===== config.mk =====
export PLATFORM = sky130hd
export DESIGN_NAME = des_key_scheduler
export DESIGN_NICKNAME = d
export VERILOG_FILES = /design/src/rtl/des_key_scheduler.sv
export SDC_FILE = /design/constraint.sdc
export NUM_CORES = 1
export LEC_CHECK = 0
export BUFFER_PORTS_ARGS = -buffer_cell sky130_fd_sc_hd__buf_4
export CORE_AREA = 2 2 124 126
export DETAILED_ROUTE_END_ITERATION = 8
export DIE_AREA = 0 0 126 128
export PLACE_DENSITY = 0.66
export SLEW_MARGIN = 25
export SYNTH_ARGS = -nofsm -noshare
export SYNTH_HDL_FRONTEND = slang
export SYNTH_SLANG_ARGS = --single-unit

===== constraint.sdc =====
create_clock -name clk -period 4.8 [get_ports clk]
set_input_delay 0.24 -clock clk [delete_from_list [all_inputs] [get_ports clk]]
set_output_delay 0.24 -clock clk [all_outputs]
set_load 0.01 [all_outputs]

===== src/rtl/des_key_scheduler.sv =====
// DES key schedule sequencer: PC-1 once at key load, then C/D rotations per
// handshake, emitting PC-2 subkeys K1..K16 (encrypt) or K16..K1 (decrypt).

module des_pc1 (
  input  logic [1:64] key,
  output logic [1:56] cd
);
  localparam int unsigned PC1 [56] = '{
    57, 49, 41, 33, 25, 17,  9,  1, 58, 50, 42, 34, 26, 18,
    10,  2, 59, 51, 43, 35, 27, 19, 11,  3, 60, 52, 44, 36,
    63, 55, 47, 39, 31, 23, 15,  7, 62, 54, 46, 38, 30, 22,
    14,  6, 61, 53, 45, 37, 29, 21, 13,  5, 28, 20, 12,  4};

  for (genvar i = 0; i < 56; i++) begin : g_bit
    assign cd[i+1] = key[PC1[i]];
  end

  // parity bits never reach the schedule
  logic unused_parity;
  assign unused_parity = ^{key[8], key[16], key[24], key[32],
                           key[40], key[48], key[56], key[64]};
endmodule

module des_pc2 (
  input  logic [1:56] cd,
  output logic [1:48] subkey
);
  localparam int unsigned PC2 [48] = '{
    14, 17, 11, 24,  1,  5,  3, 28, 15,  6, 21, 10,
    23, 19, 12,  4, 26,  8, 16,  7, 27, 20, 13,  2,
    41, 52, 31, 37, 47, 55, 30, 40, 51, 45, 33, 48,
    44, 49, 39, 56, 34, 53, 46, 42, 50, 36, 29, 32};

  for (genvar i = 0; i < 48; i++) begin : g_bit
    assign subkey[i+1] = cd[PC2[i]];
  end

  logic unused_cd;
  assign unused_cd = ^{cd[9], cd[18], cd[22], cd[25],
                       cd[35], cd[38], cd[43], cd[54]};
endmodule

module des_key_scheduler (
  input  logic        clk,
  input  logic        rst_n,
  input  logic        key_valid,
  output logic        key_ready,
  input  logic [1:64] key,
  input  logic        decrypt,
  input  logic        abort,
  output logic        subkey_valid,
  input  logic        subkey_ready,
  output logic [1:48] subkey,
  output logic [3:0]  key_index,
  output logic        last,
  output logic        done
);
  typedef enum logic {IDLE, RUN} state_t;

  state_t      state_q, state_d;
  logic [1:28] c_q, d_q;
  logic [3:0]  rnd_q;
  logic        dir_q, done_q;
  logic [1:56] cd0;
  logic        hs;

  des_pc1 u_pc1 (.key(key), .cd(cd0));
  des_pc2 u_pc2 (.cd({c_q, d_q}), .subkey(subkey));

  // shift of 2 everywhere except subkeys 1, 2, 9, 16
  function automatic logic shift2(input logic [3:0] j);
    return !(j == 4'd0 || j == 4'd1 || j == 4'd8 || j == 4'd15);
  endfunction

  function automatic logic [1:28] rot(input logic [1:28] x, input logic left,
                                      input logic two);
    case ({left, two})
      2'b11:   return {x[3:28], x[1:2]};
      2'b10:   return {x[2:28], x[1]};
      2'b01:   return {x[27:28], x[1:26]};
      default: return {x[28], x[1:27]};
    endcase
  endfunction

  assign hs = subkey_valid && subkey_ready;

  always_ff @(posedge clk or negedge rst_n) begin
    if (!rst_n) state_q <= IDLE;
    else        state_q <= state_d;
  end

  always_comb begin
    state_d      = state_q;
    key_ready    = 1'b0;
    subkey_valid = 1'b0;
    last         = 1'b0;
    done         = done_q;
    key_index    = dir_q ? 4'd15 - rnd_q : rnd_q;
    case (state_q)
      IDLE: begin
        key_ready = 1'b1;
        if (key_valid) state_d = RUN;
      end
      RUN: begin
        subkey_valid = 1'b1;
        last         = (rnd_q == 4'd15);
        if (abort || (hs && rnd_q == 4'd15)) state_d = IDLE;
      end
      default: state_d = IDLE;
    endcase
  end

  always_ff @(posedge clk or negedge rst_n) begin
    if (!rst_n) begin
      c_q    <= '0;
      d_q    <= '0;
      rnd_q  <= '0;
      dir_q  <= 1'b0;
      done_q <= 1'b0;
    end else begin
      done_q <= (state_q == RUN) && !abort && hs && (rnd_q == 4'd15);
      if (state_q == IDLE) begin
        if (key_valid) begin
          dir_q <= decrypt;
          rnd_q <= '0;
          // decrypt starts from C0/D0, which equals C16/D16
          c_q   <= decrypt ? cd0[1:28]  : rot(cd0[1:28], 1'b1, 1'b0);
          d_q   <= decrypt ? cd0[29:56] : rot(cd0[29:56], 1'b1, 1'b0);
        end
      end else if (abort) begin
        rnd_q <= '0;
      end else if (hs && rnd_q != 4'd15) begin
        rnd_q <= rnd_q + 4'd1;
        c_q   <= rot(c_q, !dir_q, dir_q ? shift2(key_index) : shift2(key_index + 4'd1));
        d_q   <= rot(d_q, !dir_q, dir_q ? shift2(key_index) : shift2(key_index + 4'd1));
      end
    end
  end
endmodule


==> results.md <==
- Synthesis-to-layout area growth: 17.7%
- Area occupied by multi-input gates: 2930 sq um
- Nets: 681
- IO Pins: around 130
- Number of routed nets with antenna violations: 0
- Syn Area/Cell: 9.04 sq um
- Avg WL per Cell: between 15 and 20 microns
- Number of port buffers: 117
- Total congestion overflow: 0
- Initial core utilization: 0.345
- Ant diodes: 0
- Largest net degree at the start of global routing: 64
- Drt drc: 0
- Vias in the first global route: 4444
- DP Cell Count: 787
- Yosys warns: 0
- Syn nets: roughly 640
- PwrDens: between 400 and 500 nW/um^2
- Skew-Pair Late Insertion Delay: 340 ps
- DR pass1 iterations: 6
- Post-route minimum period: 3010 ps
- DP Wirelength: 10000 microns
- Worst reg2reg path depth: 7
- Clock Sinks: between 60 and 70
- Layout Skew: 8.20 ps
- Final Max Slew Viols: 0
- Outcome: finished clean
- Top delay family on crit path: simple AND/OR/NAND/NOR gates
- Fillcell total: about 1500
- DRT iter0 DRCs: 507
- Area after DPL: 5700 sq um
- Vias: 4636
- Critical Path Slowest Stage Cell: nor2_2
- Proportion of layout cells with a drive suffix above 1: 0.291
- WP depth: 7
- Max IR drop VDD: 0.170 mV
- Critical Path Fanout Max: 25
- Most used cell, CP: nor2_2
- Die area: 16100 sq um
- Yosys cell types: 47
- Leak: 2.75 nW
- Clock Path Buffers: 2
- Number of H-tree levels: 3
- Critical path arrival: around 3300 ps
- CP required: ~5100 ps
- Synth Instances: 567
- Cell Chain, Critical Path: ha_1, and3_1, nor2_2, nor2_2, buf_4, a222oi_1, o21ai_1
- Critical path buffer and inverter count: 1
- CTS tree: done
- CP max stage delay: 750 ps
- Sequential-to-total area share from yosys stat: 0.308
- Total GRT Usage: 0.187
- Vias per inst: 5.77
- Hold Fails Final Rpt: 0
- Clock buffer count from CTS: 9
- Crit Path Class: flop to flop
- Measured slew at the worst slew-check pin: 965 ps
- Relative slew slack: 0.357
- Die Wd: 126 microns
- Setup total negative slack: 0 ps
- Tcrit/Tclk final: 0.626
- CP Launch Type: flop
- R2r setup slk: 1790 ps
- Initial antenna violation count: 0
- Hold slack: 11.3 ps
- Final Non-Filler Cells: 803
- RSZ-0062 raised after global routing: false
- FF/Latch Area: 1580 sq um
- Fmax: ~330 MHz
- Final Wtd Congestion: 0.834
- Core box area: 14900 sq um
- Max_cap viols: 0
- Register bit total from synthesis: 63
- Post CTS Setup Buffer Count: 0
- Crit end category: flop
- Netlist Area Pre-Place: between 5000 and 6000 sq um
- Cells resized by post-CTS repair: 0
- Clk slew on worst S/H paths: 50 ps
- First-pass GRT wire length: 24200 microns
- Post-route cell area: 6030 sq um
- Final setup viols: 0
- DIE HEIGHT: between 100 and 150 microns
- Hold crit path type: input port to async pin
- Core Rows: between 40 and 50
- Clk root buf: clkbuf_16
- Number of hold buffers added after cts: 0
- Final wirelength: 15100 microns
placed cells by master, fill, tap and decap left out, types with 8 or more instances in the layout:
master / netlist / routed
nor3_1: 11 / 11
mux2_2: 9 / 9
mux2i_1: 53 / 53
o2bb2ai_1: 10 / 10
nand2_1: 95 / 94
o211ai_1: 15 / 15
dfrtp_1: 63 / 63
o21ai_0: 21 / 20
mux4_2: 21 / 21
nor2_1: 47 / 47
o22ai_1: 8 / 8
clkbuf_16: 0 / 9
a21oi_1: 24 / 24
buf_4: 50 / 126
or3_1: 11 / 11
final timing paths:
kind,end,from
setup / recovery,d_q[26]$_DFFE_PN0P_,rnd_q[1]$_DFFE_PN0P_
max in group asynchronous,c_q[17]$_DFFE_PN0P_,rst_n
hold reg to reg,c_q[22]$_DFFE_PN0P_,c_q[22]$_DFFE_PN0P_
setup reg to reg,d_q[26]$_DFFE_PN0P_,rnd_q[1]$_DFFE_PN0P_
hold / removal,c_q[13]$_DFFE_PN0P_,rst_n
min in group clk,rnd_q[2]$_DFFE_PN0P_,key_valid
worst register-to-register path: cells and delay by family (launching register included):
kind	cells	cell delay, ps
buffers and inverters	1	450
AND/OR/NAND/NOR	3	1360
flip-flops	1	530
adder cells (fa/ha/maj)	1	280
AO/OA/AOI/OAI	2	310
synth_stat cells (all sizes together):
| library cell | instances | share of area |
|---|---|---|
| nand2 | 95 | 0.070 |
| buf | 80 | 0.11 |
| dfrtp | 63 | 0.31 |
| mux2i | 53 | 0.10 |
| nor2 | 49 | 0.037 |
| o21ai | 27 | 0.026 |
| a21oi | 24 | 0.023 |
| mux4 | 21 | 0.092 |
| o211ai | 16 | 0.024 |
| clkbuf | 14 | 0.010 |
| nor3 | 13 | 0.015 |
| or3 | 11 | 0.013 |
| mux2 | 10 | 0.022 |
| o2bb2ai | 10 | 0.017 |
| o22ai | 8 | 0.0098 |
| a211o | 7 | 0.012 |
| a32oi | 7 | 0.012 |
| a2111o | 6 | 0.013 |
| o211a | 6 | 0.012 |
| o32ai | 6 | 0.010 |
| a222oi | 5 | 0.0098 |
| nand3 | 5 | 0.0049 |
| o221ai | 5 | 0.0085 |
| a21o | 4 | 0.0059 |
| inv | 4 | 0.0029 |
| xor2 | 4 | 0.0068 |
| a31oi | 2 | 0.0024 |
| nor4 | 2 | 0.0024 |
| a21bo | 1 | 0.0020 |
| a21boi | 1 | 0.0015 |
| a221o | 1 | 0.0020 |
| and2 | 1 | 0.0012 |
| and3 | 1 | 0.0012 |
| ha | 1 | 0.0024 |
| nand2b | 1 | 0.0012 |
| nand3b | 1 | 0.0015 |
| nor2b | 1 | 0.0012 |
| xnor2 | 1 | 0.0017 |
final cells by class:
type	instances	area share
flip-flops and latches	63	0.262
multi-input cells	406	0.486
repair buffers	126	0.157
clock buffers	13	0.0432
clock inverters	3	0.0108
inverters	4	0.00249
well taps	188	0.0390
registers in the layout, indices dropped and copies added, names as in the netlist:
signal   cells
c_q         28
d_q         28
dir_q        1
done         1
rnd_q        4
state_q      1
stage by stage:
stage               worst slack [ps]  power, mW  utilization
floorplan                       2830       1.68            -
global placement                1910       1.92        0.384
detailed placement              1850       1.96        0.384
CTS                             1820       2.69        0.406
global route                    1650       2.83        0.406
finish                          1790       2.68        0.406
power by group:
part	switching, mW	internal [mW]
registers	0.248	0.680
logic	0.483	0.542
clock network	0.247	0.483
cell families after synthesis:
logic type,count (synthesis),synth area share
compound gates,136,0.192
xor+xnor,5,0.00855
buf+inv,98,0.123
fa+ha+maj,1,0.00244
simple gates,180,0.148
mux,84,0.218
flops,63,0.308
routing by layer:
metal / track usage / part of all wire / routed length, microns
met1: 0.264 / 0.46 / 6960
met2: 0.275 / 0.45 / 6860
met3: 0.0513 / 0.070 / 1070
met4: 0.0653 / 0.017 / 252
met5: 0 / 0 / 0
(Power assumes the default switching activity.)
